[src/rtl/rv32i_pkg.sv]
// Shared RV32I opcodes and loader types.
// Used by the encoder and the instruction-memory loader.
package rv32i_pkg;

  localparam logic [6:0] OP_R      = 7'b0110011;
  localparam logic [6:0] OP_IMM    = 7'b0010011;
  localparam logic [6:0] OP_LOAD   = 7'b0000011;
  localparam logic [6:0] OP_JALR   = 7'b1100111;
  localparam logic [6:0] OP_STORE  = 7'b0100011;
  localparam logic [6:0] OP_BRANCH = 7'b1100011;
  localparam logic [6:0] OP_LUI    = 7'b0110111;
  localparam logic [6:0] OP_AUIPC  = 7'b0010111;
  localparam logic [6:0] OP_JAL    = 7'b1101111;
  localparam logic [6:0] OP_SYSTEM = 7'b1110011;

  typedef enum logic [1:0] {
    IDLE,
    LOAD,
    DRAIN
  } ld_state_e;

  typedef enum logic [1:0] {
    ERR_NONE   = 2'd0,
    ERR_OPCODE = 2'd1,
    ERR_RANGE  = 2'd2,
    ERR_ALIGN  = 2'd3
  } err_code_e;

endpackage

[src/rtl/inst_encoder.sv]
// Combinational RV32I encoder: decoded fields -> machine word.
// Flags unknown opcodes, out-of-range and misaligned immediates.
module inst_encoder
  import rv32i_pkg::*;
(
  input  logic [6:0]         opcode,
  input  logic [2:0]         funct3,
  input  logic [6:0]         funct7,
  input  logic [4:0]         rd,
  input  logic [4:0]         rs1,
  input  logic [4:0]         rs2,
  input  logic signed [20:0] immediate,
  output logic [31:0]        word,
  output logic               err,
  output err_code_e          err_code
);

  logic [20:0] imm;
  logic        fits12;
  logic        fits13;
  logic        shamt_ok;
  logic        is_shift;

  assign imm      = immediate;
  assign fits12   = (&imm[20:11]) | ~(|imm[20:11]);
  // 4095 passes the sign test but is above the even max 4094
  assign fits13   = ((&imm[20:12]) | ~(|imm[20:12]))
                 && (imm != 21'd4095);
  assign shamt_ok = ~(|imm[20:5]);
  assign is_shift = (opcode == OP_IMM)
                 && (funct3[1:0] == 2'b01);

  always_comb begin
    word     = '0;
    err_code = ERR_NONE;
    unique case (opcode)
      OP_R: begin
        word = {funct7, rs2, rs1, funct3, rd, opcode};
      end
      OP_IMM, OP_LOAD, OP_JALR: begin
        if (is_shift) begin
          word = {funct7, imm[4:0], rs1, funct3, rd, opcode};
          if (!shamt_ok) err_code = ERR_RANGE;
        end else begin
          word = {imm[11:0], rs1, funct3, rd, opcode};
          if (!fits12) err_code = ERR_RANGE;
        end
      end
      OP_STORE: begin
        word = {imm[11:5], rs2, rs1, funct3, imm[4:0], opcode};
        if (!fits12) err_code = ERR_RANGE;
      end
      OP_BRANCH: begin
        word = {imm[12], imm[10:5], rs2, rs1, funct3,
                imm[4:1], imm[11], opcode};
        if (!fits13)     err_code = ERR_RANGE;
        else if (imm[0]) err_code = ERR_ALIGN;
      end
      OP_LUI, OP_AUIPC: begin
        word = {imm[19:0], rd, opcode};
      end
      OP_JAL: begin
        word = {imm[20], imm[10:1], imm[11], imm[19:12], rd, opcode};
        if (imm[0]) err_code = ERR_ALIGN;
      end
      OP_SYSTEM: begin
        word = imm[0] ? 32'h0010_0073 : 32'h0000_0073;
      end
      default: begin
        err_code = ERR_OPCODE;
      end
    endcase
  end

  assign err = (err_code != ERR_NONE);

endmodule

[src/rtl/inst_encoder_loader.sv]
// Streams encoded RV32I words into instruction memory
// from a programmed base address, one output register deep.
module inst_encoder_loader
  import rv32i_pkg::*;
#(
  parameter int ADDR_W = 32,
  parameter int CNT_W  = 16
) (
  input  logic              clk,
  input  logic              rst_n,
  input  logic              start,
  input  logic [ADDR_W-1:0] base_addr,
  input  logic              in_valid,
  output logic              in_ready,
  input  logic              in_last,
  input  logic [6:0]        opcode,
  input  logic [2:0]        funct3,
  input  logic [6:0]        funct7,
  input  logic [4:0]        rd,
  input  logic [4:0]        rs1,
  input  logic [4:0]        rs2,
  input  logic signed [20:0] immediate,
  output logic              mem_we,
  input  logic              mem_ready,
  output logic [ADDR_W-1:0] mem_addr,
  output logic [31:0]       mem_wdata,
  output logic              err,
  output logic [1:0]        err_code,
  output logic [CNT_W-1:0]  words_written,
  output logic              busy,
  output logic              done
);

  ld_state_e   state_q, state_d;
  err_code_e   err_q;
  err_code_e   enc_code;
  logic [31:0] enc_word;
  logic        enc_err;
  logic        accept;
  logic        wr_hs;
  logic        start_ok;
  logic        drain_end;

  inst_encoder u_enc (
    .opcode    (opcode),
    .funct3    (funct3),
    .funct7    (funct7),
    .rd        (rd),
    .rs1       (rs1),
    .rs2       (rs2),
    .immediate (immediate),
    .word      (enc_word),
    .err       (enc_err),
    .err_code  (enc_code)
  );

  assign in_ready = (state_q == LOAD) && (!mem_we || mem_ready);
  assign accept   = in_valid && in_ready;
  assign wr_hs    = mem_we && mem_ready;
  assign start_ok = (state_q == IDLE) && start;
  assign busy     = (state_q != IDLE);
  assign err_code = err_q;

  always_comb begin
    state_d   = state_q;
    drain_end = 1'b0;
    unique case (state_q)
      IDLE:  if (start) state_d = LOAD;
      LOAD:  if (accept && in_last) state_d = DRAIN;
      DRAIN: begin
        if (!mem_we || wr_hs) begin
          state_d   = IDLE;
          drain_end = 1'b1;
        end
      end
      default: state_d = IDLE;
    endcase
  end

  always_ff @(posedge clk or negedge rst_n) begin
    if (!rst_n) state_q <= IDLE;
    else        state_q <= state_d;
  end

  always_ff @(posedge clk or negedge rst_n) begin
    if (!rst_n) begin
      mem_we        <= 1'b0;
      mem_addr      <= '0;
      mem_wdata     <= '0;
      err           <= 1'b0;
      err_q         <= ERR_NONE;
      words_written <= '0;
      done          <= 1'b0;
    end else begin
      done  <= drain_end;
      err   <= accept && enc_err;
      err_q <= (accept && enc_err) ? enc_code : ERR_NONE;
      if (start_ok) begin
        mem_addr      <= base_addr & ~ADDR_W'(3);
        words_written <= '0;
      end else if (wr_hs) begin
        mem_addr <= mem_addr + ADDR_W'(4);
        if (~&words_written)
          words_written <= words_written + CNT_W'(1);
      end
      // a fresh word may overwrite the register in its handshake cycle
      if (accept && !enc_err) begin
        mem_we    <= 1'b1;
        mem_wdata <= enc_word;
      end else if (wr_hs) begin
        mem_we <= 1'b0;
      end
    end
  end

endmodule

[config.mk]
export PLATFORM = sky130hd
export DESIGN_NAME = inst_encoder_loader
export DESIGN_NICKNAME = d
export VERILOG_FILES = /design/src/rtl/rv32i_pkg.sv /design/src/rtl/inst_encoder.sv /design/src/rtl/inst_encoder_loader.sv
export SDC_FILE = /design/constraint.sdc
export NUM_CORES = 1
export LEC_CHECK = 0
export BUFFER_PORTS_ARGS = -buffer_cell sky130_fd_sc_hd__buf_2
export CAP_MARGIN = 20
export CORE_ASPECT_RATIO = 0.9
export CORE_UTILIZATION = 45
export DETAILED_ROUTE_END_ITERATION = 7
export PLACE_DENSITY_LB_ADDON = 0.2
export SYNTH_ARGS = -nofsm -noshare
export SYNTH_HDL_FRONTEND = slang
export SYNTH_SLANG_ARGS = --single-unit
[constraint.sdc]
create_clock -name clk -period 1.9 [get_ports clk]
set_input_delay 0.095 -clock clk [delete_from_list [all_inputs] [get_ports clk]]
set_output_delay 0.095 -clock clk [all_outputs]
set_load 0.1 [all_outputs]
==> results of run 1 <==
layout make-up:
class	count	area, um^2
Sequential cell	85	2200
Inverter	33	124
Fill cell	791	3030
Clock buffer	10	229
Tap cell	129	161
Antenna cell	1	2.50
Timing Repair Buffer	281	1850
Multi-Input combinational cell	361	2580
Clock inverter	6	68.8
routing by layer:
layer | vias to the layer above | GRT usage, %
li1 | 2330 | -
met1 | 2315 | 37.4
met2 | 210 | 47.5
met3 | 21 | 5.64
met4 | 0 | 7.59
met5 | - | 0
synth_stat cells, types with 3 or more instances:
| master | count |
|---|---|
| dfrtp_1 | 85 |
| nand2_1 | 56 |
| nor2_1 | 46 |
| inv_1 | 33 |
| o21ai_0 | 32 |
| xnor2_1 | 22 |
| a222oi_1 | 20 |
| mux2i_1 | 20 |
| clkbuf_1 | 19 |
| xor2_1 | 19 |
| a21oi_1 | 15 |
| nand3_1 | 15 |
| nand4_1 | 14 |
| and3_1 | 12 |
| nor3_1 | 11 |
| mux2_4 | 8 |
| nor4_1 | 6 |
| a22o_1 | 5 |
| and4_1 | 5 |
| mux2_2 | 5 |
| or3_1 | 5 |
| a31oi_1 | 4 |
| buf_4 | 4 |
| or2_1 | 4 |
| and2_1 | 3 |
| nor2b_1 | 3 |
flip-flops by register name, indices dropped and copies added (netlist names):
register	count
state_q	2
words_written	16
err	1
mem_addr	30
mem_we	1
mem_wdata	32
done	1
err_code	2
cell families (layout without fill, tap and decap cells):
family / Yosys count / count (layout) / share of synthesized area (%)
and+or+nand+nor: 192 / 192 / 20.5
muxes: 33 / 33 / 7.95
AOI/OAI and AO/OA: 91 / 91 / 13.2
other: 1 / 3 / 0.0792
xor gates and xnor gates: 41 / 41 / 7.58
buffers and inverters: 58 / 330 / 5.23
DFF: 85 / 85 / 44.9
adders and majority gates: 2 / 2 / 0.528
per-stage QoR:
| stage | TNS (ns) | cells | setup WS (ns) |
|---|---|---|---|
| final | -0.130 | 906 | -0.0177 |
| after global routing | -2.25 | 906 | -0.104 |
| after CTS | -0.161 | 896 | -0.0225 |
| after detailed placement | -11.68 | 847 | -0.389 |
| after global placement | -9.54 | 847 | -0.309 |
| after floorplan | -32.43 | 504 | -0.998 |
placed cells by master (no fill, tap or decap), drive strengths merged, types with 19 or more instances in the layout:
cell	n
dfrtp	85
nor2	46
xnor2	22
buf	255
mux2i	20
o21ai	34
a222oi	20
nand2	56
dlygate4sd3	24
xor2	19
inv	36
power breakdown:
group	leakage (uW)	total (uW)	internal, uW	switching [uW]
combinational	0.00211	5610	1050	4560
sequential	0.00103	2760	2350	409
clock	0.000144	1770	1030	734
total	0.00329	10100	4430	5700
repair_timing:
item	4_1_cts	5_1_grt
setup buffers	8	8
pin swaps	6	8
hold buffers	24	0
resized for setup	8	23
cloned	1	1
endpoints found under the setup margin	33	46
hold endpoints to repair	59	0
worst reg2reg max path: cells and delay by family (launching register included):
| kind | cells | cell delay (ns) |
|---|---|---|
| AND/OR/NAND/NOR | 5 | 0.86 |
| flip-flops | 1 | 0.47 |
| multiplexers | 1 | 0.21 |
| buffers and inverters | 2 | 0.29 |
worst max path at each step:
stage / to / slack [ns] / depth (start not counted)
after global routing: mem_wdata[25]$_DFFE_PN0P_ / -0.10 / 8
final: mem_wdata[2]$_DFFE_PN0P_ / -0.02 / 8
after global placement: mem_wdata[26]$_DFFE_PN0P_ / -0.31 / 8
after detailed placement: mem_wdata[27]$_DFFE_PN0P_ / -0.39 / 8
after CTS: mem_wdata[2]$_DFFE_PN0P_ / -0.02 / 8
after floorplan: mem_wdata[10]$_DFFE_PN0P_ / -1.0 / 8
==> run summary, run 1 <==
R2R cell count: 8
Synth Instances: 503
Nets: 864
Hold Path Class: input port to register
CTS buffer count: 9
FF+latch count, synth: 85
CTS tree: built
DRT Pass-1 Iters: 8
DRT met1 WL: 6320 um
Avg WL per Cell: 16.7 um
R2R Setup Slk: -0.02 ns
CTS Buffer Depth: 2
Tightest Pin Transition: 0.754 ns
Antenna Nets Post-Route: 0
CP top delay family: simple AND/OR/NAND/NOR gates
Fin util: 70.4%
Root Driver: clkbuf_16
Worst skew pair latency: 0.33 ns
Seq/Total Area, Yosys: 44.9%
CP peak stage delay: 0.47 ns
Worst-path clk slew: 0.06 ns
CP arrival: 2.16 ns
Unique masters post-synth: 51
Total grt overflow: 0
HPWL Detailed: 10900 um
Die X: 110 um
WP data required: 2.14 ns
Initial Util: 46.2%
Initial antenna violation count: 1
Max VDD drop: 1.51 mV
Critical path startpoint category: register
Port buffer count: 173
TritonCTS sink count: 85
Vias in the first global route: 4841
Slew HR: 49.3%
Crit path from: mem_we$_DFFE_PN0P_
Fmax: 521 MHz
Failing checks: negative setup slack
Mean Syn Cell Area: 9.41 um^2
Hold path cells: 3
GP Congestion: 0.944
Final Max Tran Viols: 0
Residual DRC count: 0
Max layer used: met4
Unrepaired setup endpoints after global routing: yes
Final period utilization: 101%
Core area: 10200 um^2
WHS: 0.0159 ns
Pwr Total: 10100 uW
Crit. End Element: register
Layout area overhead: 52.4%
Die height: 99.3 um
Clk_skew: 0.00845 ns
WL met2: 7440 um
Outcome: finished with violations
Top post-synthesis cells by area: dfrtp_1 45%, nand2_1 4.4%, a222oi_1 4.2%, mux2i_1 4.2%, xnor2_1 4.1%
Final Hold Viols: 0
Maxcap violations: 0
Pwr/cell area: 1400 nW/um^2
Full die area: 10900 um^2
RR Startpoint: mem_we$_DFFE_PN0P_
Synth async-reset ratio: 100%
Num ports: 178
CP Cell Sequence: nor2b_4 -> nor3_4 -> and2_4 -> nand2_1 -> and4b_4 -> buf_12 -> buf_12 -> mux2i_1
Row count: 35
Primary FF master, synth: dfrtp_1
Vias per Instance: 5.38
1st-iter DRT viols: 469
Routed WL: 15200 um
First-pass GRT wire length: 23800 um
Leading area contributor after synthesis: dfrtp_1
Layout cells sized above 1: 45.9%
Leak Pwr: 0.00329 uW
Max stage delay cell, worst path: dfrtp_4
Netlist area before placement: 4730 um^2
Met3 WL: 1180 um
CP Class: register to register
Finished Cell Area: 7210 um^2
H-tree depth: 3
Final setup fails: 10
Hold Path End: mem_addr[16]$_DFFE_PN0P_
Gr usage total: 28.4%
Worst hold start: base_addr[16]
Yosys warns: 0
Setup WS post-layout: -0.0177 ns
Min Tclk post-route: 1.92 ns
Most used cell, CP: buf_12
Number of enable flip-flop cells after synthesis: 0
Max Fanout on Critical Path: 7
Cell Area, Placed: 6360 um^2
Top cell type's share of synthesized area: 44.9%
Worst path bufs/invs: 2
Reg2reg end: mem_wdata[2]$_DFFE_PN0P_
Total number of vias: 4876
Largest net degree at the start of global routing: 63
No activity file was read; power rests on OpenSTA's default activity.
==> run 2: changes to the inputs <==
--- a/config.mk
+++ b/config.mk
@@ -8,7 +8,7 @@
 export BUFFER_PORTS_ARGS = -buffer_cell sky130_fd_sc_hd__buf_2
 export CAP_MARGIN = 20
 export CORE_ASPECT_RATIO = 0.9
-export CORE_UTILIZATION = 45
+export CORE_UTILIZATION = 50
 export DETAILED_ROUTE_END_ITERATION = 7
 export PLACE_DENSITY_LB_ADDON = 0.2
 export SYNTH_ARGS = -nofsm -noshare
==> constraint.sdc (replaced) <==
create_clock -name clk -period 1.85 [get_ports clk]
set_input_delay 0.0925 -clock clk [delete_from_list [all_inputs] [get_ports clk]]
set_output_delay 0.0925 -clock clk [all_outputs]
set_load 0.1 [all_outputs]
==> run 2 against run 1 <==
  * The run still ends with negative setup slack left
  * Sequential cell count is the same
  * Largest power group unchanged
  * Via count grew 2.7%
  * Critical endpoint is now mem_wdata[26]$_DFFE_PN0P_
  * Global-route usage grew 2.6 points
  * Clock power shrank 20%
  * Largest cell class unchanged
  * Count of clock-buffer cells in the layout shrank 1
  * Clock skew grew 0.0032 ns
==> run summary, run 2 (synthesis results as in run 1) <==
Num ports: 178 (unchanged)
CP top delay family: simple AND/OR/NAND/NOR gates
Die X: 105 um (-5.0%)
Max reg flops: 32 (unchanged)
Worst path bufs/invs: 2 (unchanged)
Initial antenna violation count: 0 (-1)
Final Max Tran Viols: 0 (unchanged)
Net Sw Power: 5860 uW (+2.8%)
Total grt overflow: 0 (unchanged)
Full die area: 9860 um^2 (-9.8%)
R2R Setup Slk: -0.09 ns (-0.08 ns)
Core area: 9170 um^2 (-11%)
Row count: 33 (-5.7%)
Met2 usage: 52.3% (+4.9 points)
DRT Pass-1 Iters: 7 (-1)
Flop pwr share: 28.2% (+0.9 points)
CP peak stage delay: 0.48 ns (about the same)
Final setup fails: 28 (+18)
Grt met3 use: 6.66% (+1.0 points)
CTS tree: built
Antenna Nets Post-Route: 0 (unchanged)
Most frequent cells in the layout: 172 x buf_2, 77 x buf_4, 55 x nand2_1
Worst hold start: base_addr[25]
R2R cell count: 8 (unchanged)
H-tree depth: 3 (unchanged)
1st-iter DRT viols: 570 (+22%)
TritonCTS sink count: 85 (unchanged)
Pwr/cell area: 1400 nW/um^2 (-0.46%)
Layout cells sized above 1: 46.6% (+0.73 points)
Die height: 94.3 um (-5.0%)
CP arrival: 2.21 ns (+0.05 ns)
M1 GR Usage: 40.1% (+2.6 points)
Final period utilization: 105% (+4.2 points)
Vias per Instance: 5.55 (+3.1%)
Max VDD drop: 1.23 mV (-18%)
Residual DRC count: 0 (unchanged)
Hold path cells: 3 (unchanged)
Outcome: finished with violations
CTS Buffer Depth: 2 (unchanged)
HPWL Detailed: 10700 um (-1.9%)
CTS buffer count: 9 (unchanged)
WP data required: 2.12 ns (-0.02 ns)
Worst skew pair latency: 0.35 ns (+0.02 ns)
WHS: 0.00493 ns (-0.0110 ns)
Routed WL: 15200 um (+0.53%)
Port buffer count: 173 (unchanged)
Root Driver: clkbuf_8
Reg2reg end: mem_wdata[26]$_DFFE_PN0P_
Pwr Total: 10000 uW (-1.1%)
Cell count after placement: 850 (+0.35%)
Top Registers: mem_wdata x32, mem_addr x30, words_written x16
Total number of vias: 5009 (+2.7%)
Combinational Power Share: 57.8% (+2.5 points)
Busiest metal layer after global routing: met2
RR Startpoint: mem_we$_DFFE_PN0P_
Gr usage total: 30.9% (+2.6 points)
GP Congestion: 0.966 (+2.3%)
Tightest Pin Transition: 0.807 ns (+0.0531 ns)
Layout area overhead: 51.5%
Maxcap violations: 0 (unchanged)
Layout fillers: 646 (-18%)
Largest net degree at the start of global routing: 86 (+37%)
Sw Ratio: 58.5% (+2.2 points)
Hold Path Class: input port to register
Vias in the first global route: 4884 (+0.89%)
Most common cell after layout, fill and taps aside: buf_2
Critical path startpoint category: register
Fmax: 514 MHz (-1.4%)
Failing checks: negative setup slack
Clk_skew: 0.0116 ns (+0.00319 ns)
Initial Util: 51.7% (+5.4 points)
Hold Path End: mem_addr[25]$_DFFE_PN0P_
First-pass GRT wire length: 24100 um (+1.2%)
Worst-path clk slew: 0.10 ns (+0.04 ns)
CP Class: register to register
Unrepaired setup endpoints after global routing: yes
Crit. End Element: register
Max stage delay cell, worst path: dfrtp_4
Slew HR: 45.7% (-3.6 points)
Largest reg by FF count: mem_wdata
CP Cell Sequence: nor2b_4 -> nor3_4 -> and2_4 -> nand2_1 -> and4b_4 -> buf_12 -> clkbuf_16 -> mux2i_1
Max Fanout on Critical Path: 6 (-1)
Avg WL per Cell: 16.9 um (+0.86%)
Final Hold Viols: 0 (unchanged)
Setup WS post-layout: -0.0948 ns (-0.0770 ns)
Post-route setup TNS: -1.23 ns (-1.10 ns)
Leak Pwr: 0.00327 uW (-0.54%)
Antenna Cells: 0 (-1)
Non-filler instance count after layout: 903 (-0.33%)
Min Tclk post-route: 1.94 ns (+0.0270 ns)
Nets: 869 (+0.58%)
Clock power share: 14.0% (-3.4 points)
Internal power: 4160 uW (-6.1%)
[run 2: changes by cell type in the layout (fill, tap and decap cells not counted), moves of 4 or more]
cell / change
clkbuf_16: -9
clkbuf_8: +9
nor2_2: +5
dfrtp_4: +4
nor2_4: -4
[run 2: power groups by stage]
stage	Sequential (uW)	Combinational, uW	Clock (uW)
floorplan	6390	880	0
global placement	2800	5590	0
detailed placement	2830	5660	0
CTS	2800	5720	1420
global route	2890	6000	1500
finish	2830	5790	1410
[run 2: worst max path at each step]
stage / from / end / cells past startpoint
floorplan: mem_we$_DFFE_PN0P_ / mem_wdata[10]$_DFFE_PN0P_ / 8
global placement: opcode[2] / mem_wdata[24]$_DFFE_PN0P_ / 8
detailed placement: opcode[2] / mem_wdata[24]$_DFFE_PN0P_ / 8
CTS: mem_we$_DFFE_PN0P_ / mem_wdata[18]$_DFFE_PN0P_ / 7
global route: mem_we$_DFFE_PN0P_ / mem_wdata[26]$_DFFE_PN0P_ / 8
finish: mem_we$_DFFE_PN0P_ / mem_wdata[26]$_DFFE_PN0P_ / 8
[run 2: final cells by class]
| class | instances | area, um^2 | area share, % |
|---|---|---|---|
| Tap cell | 122 | 153 | 2.13 |
| Multi-Input combinational cell | 362 | 2580 | 35.9 |
| Sequential cell | 85 | 2210 | 30.8 |
| Clock buffer | 9 | 124 | 1.73 |
| Inverter | 33 | 124 | 1.73 |
| Clock inverter | 7 | 87.6 | 1.22 |
| Timing Repair Buffer | 285 | 1890 | 26.4 |
[run 2: repair_timing]
action	CTS	global route
hold endpoints to repair	112	0
gates cloned	1	2
hold buffers	27	0
setup buffers	2	5
gates resized for setup	5	25
setup endpoints to repair	36	49
pin swaps	4	13
[run 2: worst min-delay path: cells and delay by family]
kind	cells	cell delay (ns)
AO/OA/AOI/OAI	1	0.11
buffers and inverters	1	0.08
AND/OR/NAND/NOR	1	0.04
[run 2: routing by layer]
layer / routed length (um) / part of all wire [%]
met2: 7430 / 49
met3: 1120 / 7.3
met4: 334 / 2.2
met1: 6360 / 42
met5: 0 / 0
[run 2: stage by stage]
stage | instance area (um^2) | util, % | worst slack [ns]
4_1_cts | 6990 | 76.2 | -0.0865
3_5_place_dp | 6440 | 70.3 | -0.474
6_report | 7170 | 78.2 | -0.0948
2_1_floorplan | 4950 | - | -1.05
3_3_place_gp | 6440 | 70.3 | -0.405
5_1_grt | 7170 | 78.2 | -0.158
==> run 3: changes to the inputs <==
--- a/config.mk
+++ b/config.mk
@@ -9,7 +9,10 @@
 export CAP_MARGIN = 20
 export CORE_ASPECT_RATIO = 0.9
 export CORE_UTILIZATION = 50
+export CTS_CLUSTER_SIZE = 30
 export DETAILED_ROUTE_END_ITERATION = 7
+export GPL_TIMING_DRIVEN = 0
+export MAX_ROUTING_LAYER = met4
 export PLACE_DENSITY_LB_ADDON = 0.2
 export SYNTH_ARGS = -nofsm -noshare
 export SYNTH_HDL_FRONTEND = slang
==> run 3 against run 2 <==
  * Clock power barely moved
  * Largest power group unchanged
  * Total power shrank 0.10%
  * Final cell count fell by 2.9%
  * The run still ends with negative setup slack left
  * Global-route usage is essentially flat
  * Setup slack lost 0.011 ns
==> run summary, run 3 (synthesis results as in run 1) <==
Pwr/cell area: 1440 nW/um^2 (+2.9%)
H-tree depth: 3 (unchanged)
1st-iter DRT viols: 473 (-17%)
Vias in the first global route: 4599 (-5.8%)
Maxcap violations: 0 (unchanged)
Max reg flops: 32 (unchanged)
Failing checks: negative setup slack
Worst skew pair latency: 0.35 ns (about the same)
Full die area: 9860 um^2 (unchanged)
CTS Buffer Depth: 2 (unchanged)
Initial Util: 51.7% (unchanged)
First-pass GRT wire length: 23200 um (-3.7%)
Pwr Total: 10000 uW (-0.10%)
Die height: 94.3 um (unchanged)
Hold Path Class: input port to register
DRT Pass-1 Iters: 8 (+1)
Root Driver: clkbuf_8
CP arrival: 2.19 ns (-0.02 ns)
Final Hold Viols: 0 (unchanged)
Slew HR: 51.6% (+5.9 points)
Max VDD drop: 1.51 mV (+23%)
Layout cells sized above 1: 42.5% (-4.1 points)
Outcome: finished with violations
TritonCTS sink count: 85 (unchanged)
Final Max Tran Viols: 0 (unchanged)
CP Class: register to register
Antenna Cells: 0 (unchanged)
Antenna Nets Post-Route: 0 (unchanged)
Pre-CTS WS: -0.433 ns (+0.0411 ns)
Finished Cell Area: 6960 um^2 (-2.9%)
Tightest Pin Transition: 0.720 ns (-0.0871 ns)
Largest reg by FF count: mem_wdata
Combinational Power Share: 57.3% (-0.5 points)
Avg WL per Cell: 17.0 um (+0.84%)
CTS buffer count: 9 (unchanged)
Non-filler instance count after layout: 877 (-2.9%)
Clock power share: 14.4% (+0.4 points)
Row count: 33 (unchanged)
GP Congestion: 0.967 (about the same)
Sw Ratio: 57.8% (-0.63 points)
Gr usage total: 30.9% (about the same)
Worst-path clk slew: 0.08 ns (-0.02 ns)
Port buffer count: 171 (-1.2%)
CTS tree: built
M1 GR Usage: 38.8% (-1.3 points)
Internal power: 4220 uW (+1.4%)
Fmax: 511 MHz (-0.58%)
Net Sw Power: 5790 uW (-1.2%)
Layout area overhead: 47.0%
Final period utilization: 106% (+0.62 points)
Vias per Instance: 5.60 (+0.93%)
Setup WS post-layout: -0.106 ns (-0.0114 ns)
Clk_skew: 0.0137 ns (+0.00204 ns)
Leak Pwr: 0.00310 uW (-5.1%)
Most frequent cells in the layout: 170 x buf_2, 56 x nand2_1, 47 x dfrtp_1
Nets: 843 (-3.0%)
Met2 usage: 50.2% (-2.2 points)
Die X: 105 um (unchanged)
Post-route setup TNS: -1.44 ns (-0.213 ns)
Routed WL: 14900 um (-2.1%)
Top Registers: mem_wdata x32, mem_addr x30, words_written x16
Most common cell after layout, fill and taps aside: buf_2
HPWL Detailed: 10100 um (-6.0%)
Final setup fails: 21 (-25%)
Initial antenna violation count: 0 (unchanged)
Core area: 9170 um^2 (unchanged)
Unrepaired setup endpoints after global routing: yes
Critical path startpoint category: register
Grt met3 use: 5.69% (-0.97 points)
Largest net degree at the start of global routing: 67 (-22%)
Busiest metal layer after global routing: met2
Crit. End Element: register
Cell Area, Placed: 5990 um^2 (-6.9%)
WP data required: 2.08 ns (-0.04 ns)
Total number of vias: 4910 (-2.0%)
Cell count after placement: 800 (-5.9%)
Num ports: 178 (unchanged)
Total grt overflow: 0 (unchanged)
Residual DRC count: 0 (unchanged)
Max Fanout on Critical Path: 6 (unchanged)
Flop pwr share: 28.3% (about the same)
Min Tclk post-route: 1.96 ns (+0.0114 ns)
## run 3: cell types whose count changed in the layout (fill, tap and decap cells not counted), sizes merged
| cell | previous run | this run |
|---|---|---|
| clkinvlp | 2 | 1 |
| inv | 37 | 33 |
| bufinv | 1 | 2 |
| buf | 257 | 215 |
| clkbuf | 10 | 24 |
| dlygate4sd3 | 27 | 31 |
| clkinv | 0 | 2 |
## run 3: power groups by stage
stage                     logic [uW]  registers (uW)  clock network, uW
final                           5740            2830               1440
after global routing            5940            2900               1550
after CTS                       5630            2800               1480
after detailed placement        5390            2860                  0
after global placement          5330            2840                  0
after floorplan                  880            6390                  0
## run 3: path summary, 6_finish.rpt
kind | start | end | slack (ns) | depth (start not counted)
setup / recovery | mem_we$_DFFE_PN0P_ | mem_wdata[8]$_DFFE_PN0P_ | -0.11 | 8
hold / removal | start | state_q[0]$_DFFE_PN0P_ | 0.04 | 3
setup reg to reg | mem_we$_DFFE_PN0P_ | mem_wdata[8]$_DFFE_PN0P_ | -0.11 | 8
hold reg to reg | mem_wdata[0]$_DFFE_PN0P_ | mem_wdata[0]$_DFFE_PN0P_ | 0.47 | 1
max in group asynchronous | rst_n | words_written[6]$_DFFE_PN0P_ | 1.04 | 3
min in group asynchronous | rst_n | mem_addr[29]$_DFFE_PN0P_ | 0.16 | 2
## run 3: routing by layer
metal / up-vias / part of all wire, %
met1: 2330 / 41
met5: - / 0
met3: 36 / 8.1
met4: 0 / 2.5
met2: 263 / 49
li1: 2281 / -
## run 3: area by class of cell
type,instances,area (um^2)
Sequential cell,85,2210
Tap cell,122,153
Buffer,22,166
Timing Repair Buffer,237,1490
Fill cell,666,2210
Clock buffer,11,131
Inverter,33,124
Clock inverter,5,85.1
Multi-Input combinational cell,362,2600
## run 3: repair_timing
| item | in CTS | in global routing |
|---|---|---|
| cloned | 1 | 1 |
| pin swaps | 12 | 17 |
| endpoints found under the setup margin | 62 | 79 |
| endpoints found under the hold margin | 116 | 0 |
| hold buffers | 31 | 0 |
| resized for setup | 23 | 42 |
| buffers inserted | 20 | 11 |
## run 3: through the flow
stage,hold slack (ns),util (%)
global route,0.0352,75.9
global placement,0.295,65.0
floorplan,-0.203,-
finish,0.0417,75.9
detailed placement,-0.00477,65.4
CTS,0.00905,73.6
## run 3: critical path: stages (launching register included)
cell and delay [ns]:
dfrtp_4 0.48, nor2b_4 0.14, nor3_4 0.13, and2_4 0.17, nand2_1 0.04, and4b_1 0.27
buf_6 0.18, buf_12 0.13, mux2_4 0.30
